<file path="src/rtl/thermtrip_dly_mc_pkg.sv">
// Shared definitions for the thermal-trip delay block.
//   trip_state_e    : delay FSM state encoding
//   CAUSE_CPU_BASE  : first cause bit used by the CPU THERMTRIP sources
//   cause_mem_base(): first cause bit used by the memory thermal events
//                     (it depends on the socket count, so it is a function)
package thermtrip_pkg;

  typedef enum logic [1:0] {
    IDLE  = 2'b00,
    DELAY = 2'b01,
    TRIP  = 2'b10
  } trip_state_e;

  localparam int CAUSE_CPU_BASE = 0;

  function automatic int cause_mem_base(input int num_cpu);
    return num_cpu;
  endfunction

endpackage

</file>
<file path="src/rtl/thermtrip_dly_mc_if.sv">
// Pin bundle between the thermal pins / power sequencer and the delay block.
//   iCpuPwrgdDly    : delayed CPU power-good, gates the shutdown request
//   iThermtripN     : per-socket CPU THERMTRIP, active-low, asynchronous
//   iMemThermEventN : per-socket memory thermal event, active-low, asynchronous
//   iSktOccN        : per-socket occupied, active-low (socket 0 always present)
//   iClrLatch       : single-cycle clear of a latched trip
//   oThermtripDly   : delayed thermal-trip shutdown request
//   oTripActive     : OR of filtered, unmasked sources (before the delay)
//   oTripCause      : captured sources, CPU bits low, memory bits high
// master = pin/sequencer side, slave = the delay block.
interface thermtrip_dly_mc_if #(
  parameter int NUM_CPU = 2
);
  logic                   iCpuPwrgdDly;
  logic [NUM_CPU-1:0]     iThermtripN;
  logic [NUM_CPU-1:0]     iMemThermEventN;
  logic [NUM_CPU-1:0]     iSktOccN;
  logic                   iClrLatch;
  logic                   oThermtripDly;
  logic                   oTripActive;
  logic [2*NUM_CPU-1:0]   oTripCause;

  modport master (
    output iCpuPwrgdDly, iThermtripN, iMemThermEventN, iSktOccN, iClrLatch,
    input  oThermtripDly, oTripActive, oTripCause
  );

  modport slave (
    input  iCpuPwrgdDly, iThermtripN, iMemThermEventN, iSktOccN, iClrLatch,
    output oThermtripDly, oTripActive, oTripCause
  );
endinterface

</file>
<file path="src/rtl/thermtrip_dly_mc_filt.sv">
// One thermal source: 2-flop synchroniser followed by a glitch filter.
//   iClk_2M, iRst : clock, asynchronous active-high reset
//   src_n         : raw asynchronous source, active-low
//   qual          : source is allowed to count (socket present)
//   flag          : source accepted (held low FILT_CYC+ cycles)
// With FILT_CYC = 0 the flag simply follows the qualified synchronised source.
module thermtrip_filt #(
  parameter int FILT_CYC = 2
) (
  input  logic iClk_2M,
  input  logic iRst,
  input  logic src_n,
  input  logic qual,
  output logic flag
);

  logic [1:0] sync_n;
  logic       src_active;

  // NOTE: synchroniser flops reset to 1 so a source reads as deasserted
  // until real pin levels have propagated through both stages.
  always_ff @(posedge iClk_2M or posedge iRst) begin
    if (iRst) begin
      sync_n <= 2'b11;
    end else begin
      // NOTE: non-blocking assignments make sync_n[1] take the old sync_n[0],
      // which is what gives two stages rather than one.
      sync_n <= {sync_n[0], src_n};
    end
  end

  assign src_active = ~sync_n[1] & qual;

  if (FILT_CYC == 0) begin : g_bypass
    always_ff @(posedge iClk_2M or posedge iRst) begin
      if (iRst) flag <= 1'b0;
      else      flag <= src_active;
    end
  end else begin : g_filter
    localparam int              CW       = $clog2(FILT_CYC + 1);
    localparam logic [CW-1:0]   FILT_MAX = CW'(FILT_CYC);

    logic [CW-1:0] cnt;

    // The count saturates at FILT_CYC, so "cnt == FILT_MAX" means the source
    // has been seen asserted for at least FILT_CYC consecutive cycles.
    always_ff @(posedge iClk_2M or posedge iRst) begin
      if (iRst) begin
        cnt  <= '0;
        flag <= 1'b0;
      end else if (!src_active) begin
        cnt  <= '0;
        flag <= 1'b0;
      end else begin
        if (cnt != FILT_MAX) cnt <= cnt + 1'b1;
        flag <= (cnt == FILT_MAX);
      end
    end
  end

endmodule

</file>
<file path="src/rtl/thermtrip_dly_mc.sv">
// Multi-socket thermal-trip delay. Filters CPU and memory thermal sources,
// masks absent sockets, holds the shutdown request off for DLY_CYC cycles so
// the BMC can log the event, optionally latches the trip and records causes.
//   iClk_2M : 2 MHz clock
//   iRst    : asynchronous active-high reset
//   bus     : thermtrip_dly_mc_if.slave (pins, clear, outputs)
module thermtrip_dly_mc
  import thermtrip_pkg::*;
#(
  parameter int NUM_CPU  = 2,
  parameter int DLY_CYC  = 200,
  parameter int FILT_CYC = 2,
  parameter int LATCH_EN = 1
) (
  input logic               iClk_2M,
  input logic               iRst,
  thermtrip_dly_mc_if.slave bus
);

  localparam int            NSRC     = 2 * NUM_CPU;
  localparam int            MEM_BASE = cause_mem_base(NUM_CPU);
  localparam int            DCW      = $clog2(DLY_CYC + 1);
  localparam logic [DCW-1:0] DLY_LAST = DCW'(DLY_CYC - 1);

  logic [NUM_CPU-1:0] skt_s1_n, skt_s2_n, present;
  logic [NSRC-1:0]    filt;
  logic               any_trip;
  trip_state_e        state;
  logic [DCW-1:0]     dly_cnt;
  logic [NSRC-1:0]    cause;
  logic               trip_active;

  always_ff @(posedge iClk_2M or posedge iRst) begin
    if (iRst) begin
      skt_s1_n <= '1;
      skt_s2_n <= '1;
    end else begin
      skt_s1_n <= bus.iSktOccN;
      skt_s2_n <= skt_s1_n;
    end
  end

  // NOTE: every bit is assigned from a default first, so no latch is inferred.
  always_comb begin
    present    = ~skt_s2_n;
    present[0] = 1'b1;
  end

  for (genvar i = 0; i < NUM_CPU; i++) begin : g_src
    thermtrip_filt #(.FILT_CYC(FILT_CYC)) u_cpu (
      .iClk_2M (iClk_2M),
      .iRst    (iRst),
      .src_n   (bus.iThermtripN[i]),
      .qual    (present[i]),
      .flag    (filt[CAUSE_CPU_BASE + i])
    );
    thermtrip_filt #(.FILT_CYC(FILT_CYC)) u_mem (
      .iClk_2M (iClk_2M),
      .iRst    (iRst),
      .src_n   (bus.iMemThermEventN[i]),
      .qual    (present[i]),
      .flag    (filt[MEM_BASE + i])
    );
  end

  assign any_trip = |filt;

  // dly_cnt counts cycles since any_trip rose, the IDLE->DELAY edge being 1,
  // so TRIP is entered exactly DLY_CYC edges after any_trip asserts.
  // In DELAY the abort test comes first: a drop on the last count wins.
  always_ff @(posedge iClk_2M or posedge iRst) begin
    if (iRst) begin
      state       <= IDLE;
      dly_cnt     <= '0;
      cause       <= '0;
      trip_active <= 1'b0;
    end else begin
      trip_active <= any_trip;
      case (state)
        IDLE: begin
          dly_cnt <= '0;
          if (any_trip) begin
            cause   <= filt;
            dly_cnt <= DCW'(1);
            state   <= (DLY_CYC == 1) ? TRIP : DELAY;
          end
        end
        DELAY: begin
          if (!any_trip) begin
            state   <= IDLE;
            dly_cnt <= '0;
            cause   <= '0;
          end else begin
            cause <= cause | filt;
            if (dly_cnt == DLY_LAST) state <= TRIP;
            else                     dly_cnt <= dly_cnt + 1'b1;
          end
        end
        TRIP: begin
          // Sticky mode leaves only once sources are gone and either software
          // clears it or the CPU rail has already dropped.
          if (!any_trip &&
              ((LATCH_EN == 0) || bus.iClrLatch || !bus.iCpuPwrgdDly)) begin
            state   <= IDLE;
            dly_cnt <= '0;
          end
        end
        default: state <= IDLE;
      endcase
    end
  end

  assign bus.oThermtripDly = (state == TRIP) & bus.iCpuPwrgdDly;
  assign bus.oTripActive   = trip_active;
  assign bus.oTripCause    = cause;

endmodule

</file>
<file path="src/flat_wrapper.sv">
// flat-port wrapper written by rule: the top's interface ports become plain ports
module thermtrip_dly_mc_flat import thermtrip_pkg::*;
#(
  parameter int NUM_CPU  = 2,
  parameter int DLY_CYC  = 200,
  parameter int FILT_CYC = 2,
  parameter int LATCH_EN = 1
)
  (iClk_2M, iRst, bus_iCpuPwrgdDly, bus_iThermtripN, bus_iMemThermEventN, bus_iSktOccN, bus_iClrLatch, bus_oThermtripDly, bus_oTripActive, bus_oTripCause);
  thermtrip_dly_mc_if #(.NUM_CPU(NUM_CPU)) bus_i ();
  input logic iClk_2M;
  input logic iRst;
  input wire logic [$bits(bus_i.iCpuPwrgdDly)-1:0] bus_iCpuPwrgdDly;
  input wire logic [$bits(bus_i.iThermtripN)-1:0] bus_iThermtripN;
  input wire logic [$bits(bus_i.iMemThermEventN)-1:0] bus_iMemThermEventN;
  input wire logic [$bits(bus_i.iSktOccN)-1:0] bus_iSktOccN;
  input wire logic [$bits(bus_i.iClrLatch)-1:0] bus_iClrLatch;
  output wire logic [$bits(bus_i.oThermtripDly)-1:0] bus_oThermtripDly;
  output wire logic [$bits(bus_i.oTripActive)-1:0] bus_oTripActive;
  output wire logic [$bits(bus_i.oTripCause)-1:0] bus_oTripCause;
  assign bus_i.iCpuPwrgdDly = bus_iCpuPwrgdDly;
  assign bus_i.iThermtripN = bus_iThermtripN;
  assign bus_i.iMemThermEventN = bus_iMemThermEventN;
  assign bus_i.iSktOccN = bus_iSktOccN;
  assign bus_i.iClrLatch = bus_iClrLatch;
  assign bus_oThermtripDly = bus_i.oThermtripDly;
  assign bus_oTripActive = bus_i.oTripActive;
  assign bus_oTripCause = bus_i.oTripCause;
  thermtrip_dly_mc #(.NUM_CPU(NUM_CPU), .DLY_CYC(DLY_CYC), .FILT_CYC(FILT_CYC), .LATCH_EN(LATCH_EN)) u_core (.iClk_2M(iClk_2M), .iRst(iRst), .bus(bus_i));
endmodule
</file>
<file path="config.mk">
export PLATFORM = sky130hd
export DESIGN_NAME = thermtrip_dly_mc_flat
export DESIGN_NICKNAME = d
export VERILOG_FILES = /design/src/rtl/thermtrip_dly_mc_pkg.sv /design/src/rtl/thermtrip_dly_mc_if.sv /design/src/rtl/thermtrip_dly_mc_filt.sv /design/src/rtl/thermtrip_dly_mc.sv /design/src/flat_wrapper.sv
export SDC_FILE = /design/constraint.sdc
export NUM_CORES = 1
export LEC_CHECK = 0
export BUFFER_PORTS_ARGS = -buffer_cell sky130_fd_sc_hd__buf_2
export CORE_UTILIZATION = 40
export CTS_CLUSTER_SIZE = 14
export DETAILED_ROUTE_END_ITERATION = 12
export SLEW_MARGIN = 20
export SYNTH_ARGS = -nofsm -noshare
export SYNTH_HDL_FRONTEND = slang
export SYNTH_SLANG_ARGS = --single-unit
</file>
<file path="constraint.sdc">
create_clock -name iClk_2M -period 3.9 [get_ports iClk_2M]
set_clock_uncertainty 0.05 [all_clocks]
set_input_delay 0.195 -clock iClk_2M [delete_from_list [all_inputs] [get_ports iClk_2M]]
set_output_delay 0.195 -clock iClk_2M [all_outputs]
set_load 0.1 [all_outputs]
</file>
==> impl.org, run 1 <==
** Global route
- In the global route stage, overall resource usage came out at 0.1580.
- For this run the aggregate overflow at the end of global routing stands at 0.
- Number of global-route vias before repair :: roughly 1.2k
- The first global-routing pass estimated 5250 um of wire.
- Number of antenna violations at the first check in global routing :: 0
- Entering global routing, the biggest net connects 38 pins.

** Floorplan
- Die ar. :: 0.004535 mm2
- Initial standard-cell utilization of the core :: 0.4209
- The die is 67.35 um tall.
- Die W :: approximately 67 um
- Core box area :: roughly 0.0041 mm2
- Row count :: 23
- 16 I/O pins were placed.

** Routing
- After detailed routing, the number of remaining DRC violations is 0.
- Total number of vias :: between 1k and 1.5k
- The pre-antenna-repair detailed-routing pass consisted of 4 iterations.
- In this run the remaining antenna-violating nets after routing total 0.
- Average wire length per cell after detail routing :: about 13 um
- Post-DR vias/cell :: between 5 and 6
- The final layout contains routed wiring with a total length of slightly above 3000 um.
- In this run, the number of DRC markers left after iteration 0 of detailed routing was 44.

** Power and ir drop
- Static Leak :: 0.9262 nW
- Worst IR drop on VDD :: between 0.2 and 0.25 mV
- Power spread over the standard cell area amounts to 550.9 mW/mm2.

** Yosys
- Cell type with the largest total area after synthesis :: sky130_fd_sc_hd__dfrtp_1
- A synthesized cell averages about 11 um2.
- Mapped Nets :: between 150 and 200
- Main flop type after synthesis :: sky130_fd_sc_hd__dfrtp_1
- Yosys reg bits :: 37
- Number of warning messages in the yosys log :: 0
- Cell area after technology mapping :: 0.001708 mm2
- Portion of synthesized cell area occupied by the leading cell type :: 0.3956
- Share of async-settable or async-resettable flops after synthesis :: 1.000
- EDFF count, synth :: 0
- Post-synth top cells :: sky130_fd_sc_hd__dfrtp_1, sky130_fd_sc_hd__inv_1, sky130_fd_sc_hd__nor2_1
- Counting every instance in the synthesized netlist gives ~150.
- Largest cells by area after synthesis :: sky130_fd_sc_hd__dfrtp_1, sky130_fd_sc_hd__dfstp_2, sky130_fd_sc_hd__ha_1
- After synthesis, the netlist uses 38 different library cells.
- Most used standard cell by instance count after synthesis :: sky130_fd_sc_hd__dfrtp_1
- The share of the Yosys chip area taken by registers is 0.5495.

** Setup path
- STA classifies the critical path startpoint as a flip-flop.
- Tracing the worst setup path back leads to its startpoint at u_core.state[1].
- Walking the worst path, the cells encountered are inv_1 > ha_1 > o41ai_4 > nor3_2 > or2_1 > o211ai_1.
- WS Path Type :: flip-flop to flip-flop
- Endpoint class of the critical path :: flip-flop
- Cell depth of the worst setup path :: 6
- Dominant delay contributor by cell family on the critical path :: simple AND/OR/NAND/NOR gates
- Critical Path RT :: between 4 and 5 ns
- Peak per-stage delay on the critical path :: ~0.56 ns
- Along the worst path, the maximum fanout reaches 11.
- Measured in cells, the most critical reg-to-reg path has a length of 6.
- In this run the worst setup path terminates at u_core.dly_cnt[3].
- In this run the critical register-to-register path is captured at u_core.dly_cnt[3].
- Setup slack on the worst reg-to-reg path comes out at about 1.6 ns.
- Together, buffers and inverters on the worst path number 1.
- The slowest stage of the critical path is the sky130_fd_sc_hd__nor3_2 cell.
- STA puts the critical path data arrival time at roughly 2.4 ns.
- The startpoint identified for the worst register-to-register timing path is u_core.state[1].

** CTS
- Number of buffers inserted during clock tree synthesis :: 5
- H-tree depth :: 2
- After clock tree synthesis, the clock-pin slew on the worst setup and hold paths is about 0.070 ns.
- Counting along the longest clock path gives a buffer depth of 2.
- Clock tree synthesis found a total of 37 sinks.
- Buffer cell driving the clock tree root :: sky130_fd_sc_hd__clkbuf_8
- Worst-Skew Late Latency :: slightly below 0.3 ns
- Buffers added to address setup during post-CTS repair amount to 0.
- TritonCTS built the clock tree.

** STA
- Minimum clock period after layout :: 2.257 ns
- The number of endpoints with negative hold slack in the final report is 0.
- Of the available clock period, the critical path in the final layout requires 0.5787.
- The worst path meets setup with 1.643 ns of slack.
- Pin slew with the least headroom to its limit :: slightly above 0.6 ns
- The count of final max-slew check failures came to 0.
- Based on the critical path, the design can be clocked at up to 443.1 MHz.
- Worst hold slack :: 0.3070 ns
- Slew Limit Headroom :: 0.5913
- Total negative slack for setup checks :: 0 ns
- RSZ-0062 raised after global routing :: false
- Setup violations remaining at the end of the flow were counted as 0.

** Outcome
- Run status :: complete, no violations

** Place
- Placement-stage worst setup slack :: ~1.7 ns
- During placement, the flow inserted port buffers numbering 14.
- Post-detail-place hpwl :: 2160 um
- Routability-driven placement finished with a final weighted congestion of 0.8354.

** Finish
- Area growth from synthesis to layout :: 15.97%
- Fill cells in the final layout number about 360.
- In the final layout, the share of cells above drive strength 1 is 0.2222.
- Combined area of the multi-input logic cells :: about 710 um2
- The number of antenna diodes in the final layout is 0.
- In the final layout, flip-flops and latches occupy 938.4 um2.
- The net count of the finished layout is just under 200.

** Run
- Maximum capacitance violations :: 0

** Worst hold path
- Class of the most critical hold timing path :: flip-flop to flip-flop
-- worst min-delay path by stage --
| stage | from | endpoint | slack [ns] | depth (start not counted) |
|---|---|---|---|---|
| final | u_core.g_src[1].u_cpu.sync_n[0] | u_core.g_src[1].u_cpu.sync_n[1] | 0.31 | 0 |
| after detailed placement | bus_iThermtripN[0] | u_core.g_src[0].u_cpu.sync_n[0] | 0.25 | 1 |
| after global routing | u_core.g_src[1].u_mem.sync_n[0] | u_core.g_src[1].u_mem.sync_n[1] | 0.31 | 0 |
| after floorplan | bus_iThermtripN[0] | u_core.g_src[0].u_cpu.sync_n[0] | 0.15 | 0 |
| after CTS | u_core.g_src[0].u_cpu.sync_n[0] | u_core.g_src[0].u_cpu.sync_n[1] | 0.31 | 0 |
| after global placement | bus_iThermtripN[0] | u_core.g_src[0].u_cpu.sync_n[0] | 0.25 | 1 |
-- metrics by stage --
stage,instance area [um2],std cells,power [W],utilization
4_1_cts,1981,230,0.001107,0.4881
2_1_floorplan,1708,153,0.0007603,-
3_3_place_gp,1833,216,0.0008141,0.4517
6_report,1981,230,0.001091,0.4881
5_1_grt,1981,230,0.001161,0.4881
3_5_place_dp,1833,216,0.0008331,0.4517
-- layout make-up --
class	count	area share
clock inverters	2	0.007581
flip-flops and latches	37	0.4738
clock buffers	6	0.03664
multi-input cells	101	0.3563
repair buffers	21	0.06949
inverters	13	0.02464
well taps	50	0.03159
-- kinds of logic (layout without fill, tap and decap cells) --
family | after synthesis | after routing | synth area share
AOI/OAI and AO/OA | 34 | 34 | 0.1443
buffers and inverters | 15 | 42 | 0.03736
xor gates and xnor gates | 4 | 4 | 0.02051
muxes | 1 | 1 | 0.006593
adders and majority gates | 10 | 10 | 0.07326
and+or+nand+nor | 52 | 52 | 0.1685
DFF | 37 | 37 | 0.5495
-- per-layer routing --
metal  part of all wire  up-vias  GRT usage
met5                  0        -          0
met2               0.47       29     0.2588
met4              0.019        0    0.07713
met3              0.051        7    0.05236
met1               0.46      588     0.1845
li1                   -      598          -
-- placed cells by master, fill, tap and decap left out, types with 2 or more instances in the layout --
cell type and count:
sky130_fd_sc_hd__or3_1 4, sky130_fd_sc_hd__nor2_1 12, sky130_fd_sc_hd__nand4_1 2, sky130_fd_sc_hd__dfstp_2 10, sky130_fd_sc_hd__dfrtp_1 27, sky130_fd_sc_hd__clkbuf_8 5, sky130_fd_sc_hd__nand2b_1 2, sky130_fd_sc_hd__inv_1 13
sky130_fd_sc_hd__nand2_1 3, sky130_fd_sc_hd__clkinvlp_4 2, sky130_fd_sc_hd__nand3_1 4, sky130_fd_sc_hd__o21ai_0 8, sky130_fd_sc_hd__o32ai_1 2, sky130_fd_sc_hd__xor2_1 4, sky130_fd_sc_hd__dlygate4sd3_1 6, sky130_fd_sc_hd__o31ai_1 5
sky130_fd_sc_hd__buf_2 14, sky130_fd_sc_hd__ha_1 10, sky130_fd_sc_hd__or4_1 2, sky130_fd_sc_hd__a211oi_1 2, sky130_fd_sc_hd__a21oi_1 10, sky130_fd_sc_hd__nor3b_1 2, sky130_fd_sc_hd__nor2b_1 4, sky130_fd_sc_hd__or2_2 2
sky130_fd_sc_hd__nor3_1 8
-- where the power goes --
| part | switching, W | total (W) | internal [W] |
|---|---|---|---|
| sequential | 0.0000405 | 0.000479 | 0.000438 |
| clock | 0.000138 | 0.000264 | 0.000126 |
| combinational | 0.000238 | 0.000349 | 0.000111 |
| total | 0.000417 | 0.00109 | 0.000675 |
-- registers in the layout, indices dropped and copies added, names as in the netlist --
name	count
u_core.g_src.u_cpu.g_filter.cnt	4
u_core.g_src.u_cpu.sync_n	4
u_core.bus.oTripCause	4
u_core.bus.oTripActive	1
u_core.g_src.u_mem.g_filter.cnt	4
u_core.dly_cnt	8
u_core.g_src.u_mem.flag	2
u_core.g_src.u_mem.sync_n	4
u_core.g_src.u_cpu.flag	2
u_core.state	2
u_core.skt_s2_n	1
u_core.skt_s1_n	1
-- timing repair --
item	CTS	global route
hold buffers	6	0
resized for setup	0	0
hold endpoints to repair	32	0
(Power assumes the default switching activity.)
==> run 2: changes to the inputs <==
--- a/config.mk
+++ b/config.mk
@@ -5,6 +5,7 @@
 export SDC_FILE = /design/constraint.sdc
 export NUM_CORES = 1
 export LEC_CHECK = 0
+export ABC_AREA = 1
 export BUFFER_PORTS_ARGS = -buffer_cell sky130_fd_sc_hd__buf_2
 export CORE_UTILIZATION = 40
 export CTS_CLUSTER_SIZE = 14
==> constraint.sdc (replaced) <==
create_clock -name iClk_2M -period 1.8 [get_ports iClk_2M]
set_clock_uncertainty 0.05 [all_clocks]
set_input_delay 0.09 -clock iClk_2M [delete_from_list [all_inputs] [get_ports iClk_2M]]
set_output_delay 0.09 -clock iClk_2M [all_outputs]
set_load 0.1 [all_outputs]
==> impl.org, run 2 <==
** Place
- # port buffers :: 14 (unchanged)
- The detailed placer's ending HPWL was 2154 um (-0.28%).
- The last weighted congestion value of the routability-driven placer was 0.7983 (-4.4%).

** Floorplan
- Ports :: 16 (unchanged)
- The die outline width is 68.37 um (+1.5%).
- Core box area :: 0.004115 mm2 (+1.4%)
- Die ar. :: 0.004674 mm2 (+3.1%)
- Initial standard-cell utilization of the core :: 0.4281 (+0.007187)
- Row count :: 23 (unchanged)
- The chip height is 68.37 um (+1.5%).

** Setup path
- Peak per-stage delay on the critical path :: 0.41 ns (-0.15 ns)
- CP startpoint kind :: flip-flop
- Dominant delay contributor by cell family on the critical path :: buffers and inverters
- Critical Path RT :: 1.66 ns (-2.35 ns)
- The critical path buffer and inverter count came to 3 (+2).
- The worst setup path is captured at an output pin.
- Most prevalent standard cell on the critical path :: sky130_fd_sc_hd__inv_1
- Crit path DAT :: 1.52 ns (-0.85 ns)
- Worst path slowest cell :: sky130_fd_sc_hd__dfrtp_1
- Series of cell instances along the critical path :: inv_1 > ha_1 > nand2_1 > inv_1 > buf_2
- WS Path Type :: flip-flop to output pin
- Max FO, Critical Path :: 4 (-7)

** Power and ir drop
- Power, Total :: 0.002689 W (+150%)
- The reported leakage power came to 1.048 nW (+13%).
- Power per cell area :: 1293 mW/mm2 (+130%)
- Worst IR drop on VDD :: 0.7921 mV (+260%)

** Outcome
- Run status :: complete, no violations

** Routing
- The average wire length per cell after detail routing is 11.34 um (-14%).
- The detailed-routing iteration count for the pre-antenna-repair pass came to 4 (unchanged).
- The post-route antenna net violation count was 0 (unchanged).
- The starting DRC count in detailed routing was 53 (+20%).
- The via density per instance is 4.765 (-10%).
- Total number of vias :: 1296 (+6.1%)
- Number of remaining DRC errors :: 0 (unchanged)
- Overall routed net length :: 3085 um (+1.6%)

** STA
- Minimum clock period after layout :: about 1.7 ns
- The pin slew with the least headroom to its limit is 0.4814 ns (-0.1284 ns).
- Hold violation total from the final report :: 0 (unchanged)
- Achievable Freq :: 602.3 MHz
- The setup TNS is 0 ns (unchanged).
- Final setup violation count :: 0 (unchanged)
- Slew Limit Headroom :: 0.6757 (+0.08440)
- Part of the cycle the worst path needs :: 0.9224
- Setup repair after global routing left no endpoint under its margin.
- Max Transition Viols Final :: 0 (unchanged)
- The hold slack is 0.3059 ns (-0.001060 ns).

** Yosys
- Most used standard cell by instance count after synthesis :: sky130_fd_sc_hd__nand2_1
- Cell type with the largest total area after synthesis :: sky130_fd_sc_hd__dfrtp_1
- The register bit total from synthesis came to 37 (unchanged).
- Portion of synthesized cell area occupied by the leading cell type :: 0.3835 (-0.01208)
- For this run, the leading register cell type out of synthesis is sky130_fd_sc_hd__dfrtp_1.
- Largest cells by area after synthesis :: sky130_fd_sc_hd__dfrtp_1, sky130_fd_sc_hd__dfstp_2, sky130_fd_sc_hd__nand2_1
- Post-synth top cells :: sky130_fd_sc_hd__nand2_1, sky130_fd_sc_hd__dfrtp_1, sky130_fd_sc_hd__inv_1
- Post-Syn Instances :: 192 (+25%)
- Cell area after technology mapping :: 0.001762 mm2 (+3.2%)
- Portion of the post-synthesis area used by sequential elements :: 0.5327 (-0.01678)
- The share of flip-flops with an asynchronous set or reset came to 1.000 (unchanged).
- Number of warning messages in the yosys log :: 0 (unchanged)
- Avg Cell Area, Syn :: 9.175 um2 (-18%)
- Count of different cell masters after synthesis :: 25 (-34%)
- EDFF count, synth :: 0 (unchanged)
- The synthesized net count is 212 (+23%).

** Global route
- The combined global-route utilization of all metal layers came to 0.1625 (+0.004470).
- The number of antenna violations at the first check in global routing is 0 (unchanged).
- Global-route wire length before repair :: 5354 um (+2.0%)
- The maximum number of pins on one net before global-route repair was 38 (unchanged).
- Number of global-route vias before repair :: 1259 (+4.1%)
- Sum of overflow across all layers after global routing :: 0 (unchanged)

** CTS
- The post-CTS clock slew at the launch and capture registers of the worst setup and hold paths is 0.07 ns (about the same).
- Number of buffers inserted during clock tree synthesis :: 5 (unchanged)
- Clock sink count :: 37 (unchanged)
- Buffer cell driving the clock tree root :: sky130_fd_sc_hd__clkbuf_8
- Post-CTS Repair Setup Buffers :: 0 (unchanged)
- CTS tree :: yes
- Worst-case clock buffer depth :: 2 (unchanged)
- The clock latency of the later-clocked register in the worst-skew pair is 0.29 ns (about the same).
- The H-tree depth was 2 (unchanged).
- Post-CTS Resized :: 0 (unchanged)

** Finish
- Area growth from synthesis to layout :: 18.11%
- Commonest non-fill, non-tap cells in the layout :: sky130_fd_sc_hd__nand2_1, sky130_fd_sc_hd__dfrtp_1, sky130_fd_sc_hd__inv_1
- Flip-flop count of the largest register after layout :: 8 (unchanged)
- The antenna diode count is 0 (unchanged).
- The net total in the final layout came to 241 (+21%).
- Register bank with the most flops :: u_core.dly_cnt
- Layout cell share with drive strength beyond 1 :: 0.2252 (+0.003003)
- Leaving out fill and tap cells, the most frequent cell in the layout is sky130_fd_sc_hd__nand2_1.

** Worst hold path
- Class of the most critical hold timing path :: flip-flop to flip-flop

** Run
- The number of violations of the max-capacitance limit was 0 (unchanged).
[run 2: cell types whose count changed after synthesis, sizes merged, moves of 3 or more]
cell   previous run  this run
a21oi            10         2
inv              13        28
nand2             3        43
nand3             4        11
nor2             12        27
nor2b             4         0
nor3              9         4
o21ai             8        18
o31ai             5         2
or3               4         0
xor2              4         0
[run 2: worst paths after layout]
check / start / endpoint / slack (ns) / depth (start not counted)
worst max-delay path: u_core.state[0] / bus_oThermtripDly / 0.14 / 5
worst min-delay path: u_core.g_src[0].u_mem.sync_n[0] / u_core.g_src[0].u_mem.sync_n[1] / 0.31 / 0
worst max register to register: u_core.state[0] / u_core.dly_cnt[7] / 0.26 / 9
worst min register to register: u_core.g_src[0].u_mem.sync_n[0] / u_core.g_src[0].u_mem.sync_n[1] / 0.31 / 0
max in group asynchronous: iRst / u_core.g_src[0].u_mem.sync_n[0] / 0.95 / 4
min in group asynchronous: iRst / u_core.dly_cnt[3] / 0.40 / 4
[run 2: cell type report]
| cell class | instances | area (um2) |
|---|---|---|
| fill | 396 | 2034 |
| inverter | 29 | 112.6 |
| timing repair buffer | 22 | 145.1 |
| sequential | 37 | 938.4 |
| tap | 50 | 62.56 |
| clock buffer | 6 | 72.57 |
| multi-input combinational | 126 | 710.7 |
| clock inverter | 2 | 38.79 |
[run 2: per-stage QoR]
step                        util  instance area (um2)  setup WS, ns  cells
after CTS                 0.5056                 2081        0.1075    272
final                     0.5056                 2081        0.1397    272
after global placement    0.4640                 1909        0.2560    258
after global routing      0.5056                 2081      0.003507    272
after detailed placement  0.4640                 1909        0.2505    258
after floorplan                -                 1762        0.3478    192
[run 2: worst register-to-register path: stages (launching register included)]
cell and delay (ns):
sky130_fd_sc_hd__dfrtp_1 0.41, sky130_fd_sc_hd__inv_1 0.12, sky130_fd_sc_hd__ha_1 0.19, sky130_fd_sc_hd__nand2_1 0.07, sky130_fd_sc_hd__or2_1 0.23, sky130_fd_sc_hd__nand2_2 0.11
sky130_fd_sc_hd__nor2_4 0.05, sky130_fd_sc_hd__nand2_4 0.11, sky130_fd_sc_hd__nand2_1 0.06, sky130_fd_sc_hd__o21ai_1 0.07
[run 2: timing repair]
| item | 4_1_cts | 5_1_grt |
|---|---|---|
| hold buffers | 6 | 0 |
| setup endpoints to repair | 0 | 0 |
| endpoints found under the hold margin | 32 | 0 |
[run 2: logic make-up (layout without fill, tap and decap cells)]
logic type      count (synthesis)  after routing  share of synthesized area
buf+inv                        29             59                    0.06392
simple gates                   90             90                     0.2500
flops                          37             37                     0.5327
fa+ha+maj                      10             10                    0.07102
compound gates                 26             26                    0.08239
[run 2: report_power, final]
| group | internal [W] | total [W] | switching, W |
|---|---|---|---|
| sequential | 0.000961 | 0.00104 | 0.0000746 |
| combinational | 0.000260 | 0.000949 | 0.000689 |
| clock | 0.000416 | 0.000705 | 0.000289 |
[run 2: layer usage]
metal  GRT usage  wire (um)  vias to the layer above
met5           0          0                        -
met4     0.07031         43                        0
met3     0.05000         89                        5
met2      0.2843       1553                       20
met1      0.1799       1398                      597
li1            -          -                      674
==> run 3: changes to the inputs <==
--- a/config.mk
+++ b/config.mk
@@ -7,6 +7,8 @@
 export LEC_CHECK = 0
 export ABC_AREA = 1
 export BUFFER_PORTS_ARGS = -buffer_cell sky130_fd_sc_hd__buf_2
+export CAP_MARGIN = 20
+export CORE_ASPECT_RATIO = 1.25
 export CORE_UTILIZATION = 40
 export CTS_CLUSTER_SIZE = 14
 export DETAILED_ROUTE_END_ITERATION = 12
==> constraint.sdc (replaced) <==
create_clock -name iClk_2M -period 2.1 [get_ports iClk_2M]
set_clock_uncertainty 0.05 [all_clocks]
set_input_delay 0.105 -clock iClk_2M [delete_from_list [all_inputs] [get_ports iClk_2M]]
set_output_delay 0.105 -clock iClk_2M [all_outputs]
set_load 0.1 [all_outputs]
==> impl.org, run 3 (synthesis results as in run 2) <==
** STA
- The clock period could shrink to 1.713 ns.
- Slew Limit Headroom :: 0.6641 (-0.01158)
- The count of final max-slew check failures came to 0 (unchanged).
- Setup repair after global routing left no endpoint under its margin.
- The number of endpoints with negative hold slack in the final report is 0 (unchanged).
- The pin slew with the least headroom to its limit was 0.4986 ns (+0.01718 ns).
- Based on the critical path, the design can be clocked at up to between 500 and 600 MHz.
- The setup TNS came to 0 ns (unchanged).
- Part of the cycle the worst path needs :: 0.8158
- The number of endpoints failing setup at the final stage was 0 (unchanged).

** Run
- The number of violations of the max-capacitance limit is 0 (unchanged).

** Place
- The last weighted congestion value of the routability-driven placer came to 0.8163 (+2.3%).
- Post-detail-place hpwl :: 2128 um (-1.2%)
- DP Area :: 0.001909 mm2 (unchanged)
- The number of port buffers came to 14 (unchanged).

** Setup path
- STA classifies the critical path endpoint as an output pin.
- CP startpoint kind :: flip-flop
- The worst setup path is of the flip-flop to output pin kind.
- The data arrival time at the worst-slack endpoint was 1.56 ns (+0.04 ns).
- The maximum fanout encountered on the critical timing path is 4 (unchanged).
- Critical Path RT :: 1.95 ns (+0.29 ns)

** Global route
- The combined global-route utilization of all metal layers was 0.1503 (-0.01222).
- Number of global-route vias before repair :: 1301 (+3.3%)
- Number of antenna violations at the first check in global routing :: 0 (unchanged)
- The global-route wire length before repair was 5147 um (-3.9%).
- The total congestion overflow came to 0 (unchanged).
- Maximum number of pins on one net before global-route repair :: 38 (unchanged)

** Worst hold path
- Class of the most critical hold timing path :: flip-flop to flip-flop

** Power and ir drop
- Power per cell area :: 1056 mW/mm2 (-18%)
- Worst IR drop on VDD :: 0.6672 mV (-16%)
- Static Leak :: 1.033 nW (-1.5%)

** CTS
- Post-CTS Repair Setup Buffers :: 0 (unchanged)
- Post-CTS Resized :: 0 (unchanged)
- The CTS buffer count is 5 (unchanged).
- The post-cts hold buffer count is 6 (unchanged).
- The H-tree depth was 2 (unchanged).
- TritonCTS built the clock tree.
- Worst-Skew Late Latency :: 0.29 ns (about the same)
- The post-CTS clock slew at the launch and capture registers of the worst setup and hold paths is 0.08 ns (about the same).
- Clock tree synthesis selected as its root buffer the cell sky130_fd_sc_hd__clkbuf_8.
- Clock sink count :: 37 (unchanged)
- Worst-case clock buffer depth :: 2 (unchanged)

** Floorplan
- Initial standard-cell utilization of the core :: 0.4231 (-0.005017)
- The placement row count came to 26 (+13%).
- Die W :: 61.36 um (-10%)
- The chip height came to 76.20 um (+11%).
- The area of the die came to 0.004676 mm2 (about the same).
- The total core area was 0.004164 mm2 (+1.2%).
- The number of placed I/O pins was 16 (unchanged).

** Outcome
- Run status :: complete, no violations

** Finish
- Total non-filler cell area in the finished layout :: 0.002052 mm2 (-1.4%)
- Layout cell share with drive strength beyond 1 :: 0.2217 (-0.003506)
- From synthesis to final layout, the design area changed by 16.48%.
- Core occupancy in the finished layout :: 0.4928 (-0.01284)
- Commonest non-fill, non-tap cells in the layout :: sky130_fd_sc_hd__nand2_1, sky130_fd_sc_hd__dfrtp_1, sky130_fd_sc_hd__inv_1
- Antenna diode count :: 0 (unchanged)
- Register bank with the most flops :: u_core.dly_cnt
- The flip-flop count of the largest register, all copies and words added was 8 (unchanged).
- Final net count :: 240 (-0.41%)
- Leaving out fill and tap cells, the most frequent cell in the layout is sky130_fd_sc_hd__nand2_1.

** Routing
- Initial drt markers :: 58 (+9.4%)
- DRT antenna net count :: 0 (unchanged)
- The overall routed net length is 2995 um (-2.9%).
- The average wire length per cell after detail routing came to 10.81 um (-4.7%).
- The count of unresolved DRC violations after routing is 0 (unchanged).
- The number of vias in the routed layout was 1313 (+1.3%).
- Post-DR vias/cell :: 4.740 (-0.52%)
- Number of detailed-routing iterations run before antenna repair :: 4 (unchanged)
## run 3: stage by stage
step | setup WS, ns | total power (W) | cells | hold slack, ns
finish | 0.3869 | 0.002166 | 277 | 0.3063
CTS | 0.3694 | 0.002188 | 277 | 0.3074
detailed placement | 0.4865 | 0.001694 | 263 | 0.1615
global route | 0.2583 | 0.002313 | 277 | 0.3091
global placement | 0.5007 | 0.001689 | 263 | 0.1598
floorplan | 0.6328 | 0.001525 | 192 | 0.05948
## run 3: worst max-delay path: stages (launching register included)
cell	delay [ns]
sky130_fd_sc_hd__dfrtp_1	0.42
sky130_fd_sc_hd__inv_1	0.13
sky130_fd_sc_hd__ha_1	0.19
sky130_fd_sc_hd__nand2_1	0.07
sky130_fd_sc_hd__inv_1	0.04
sky130_fd_sc_hd__buf_2	0.41
## run 3: cell type report
type | count | area, um2
fillers | 416 | 2112
clock inverters | 2 | 10.01
well taps | 56 | 70.07
clock buffers | 6 | 72.57
flip-flops and latches | 37 | 938.4
inverters | 29 | 112.6
multi-input cells | 126 | 710.7
repair buffers | 21 | 137.6
## run 3: path summary, 6_finish.rpt
path	cells after the start	startpoint	slack [ns]	to
hold / removal	0	u_core.g_src[1].u_mem.sync_n[0]	0.31	u_core.g_src[1].u_mem.sync_n[1]
setup reg to reg	5	u_core.state[1]	0.47	u_core.bus.oTripCause[0]
min in group asynchronous	4	iRst	0.41	u_core.bus.oTripCause[2]
hold reg to reg	0	u_core.g_src[1].u_mem.sync_n[0]	0.31	u_core.g_src[1].u_mem.sync_n[1]
setup / recovery	5	u_core.state[0]	0.39	bus_oThermtripDly
max in group asynchronous	4	iRst	1.25	u_core.g_src[0].u_mem.sync_n[1]
## run 3: routing by layer
| metal | share of wire | vias to the layer above | global-route usage |
|---|---|---|---|
| met1 | 0.44 | 619 | 0.1546 |
| met2 | 0.51 | 20 | 0.2522 |
| met3 | 0.027 | 6 | 0.05263 |
| met4 | 0.022 | 0 | 0.08667 |
| li1 | - | 668 | - |
| met5 | 0 | - | 0 |
## run 3: report_power, final
group	leakage, nW	switching, W	internal (W)	total [W]
Sequential	0.471	0.0000639	0.000823	0.000887
Clock	0.0450	0.000245	0.000230	0.000475
Combinational	0.517	0.000598	0.000207	0.000805
Total	1.03	0.000906	0.00126	0.00217
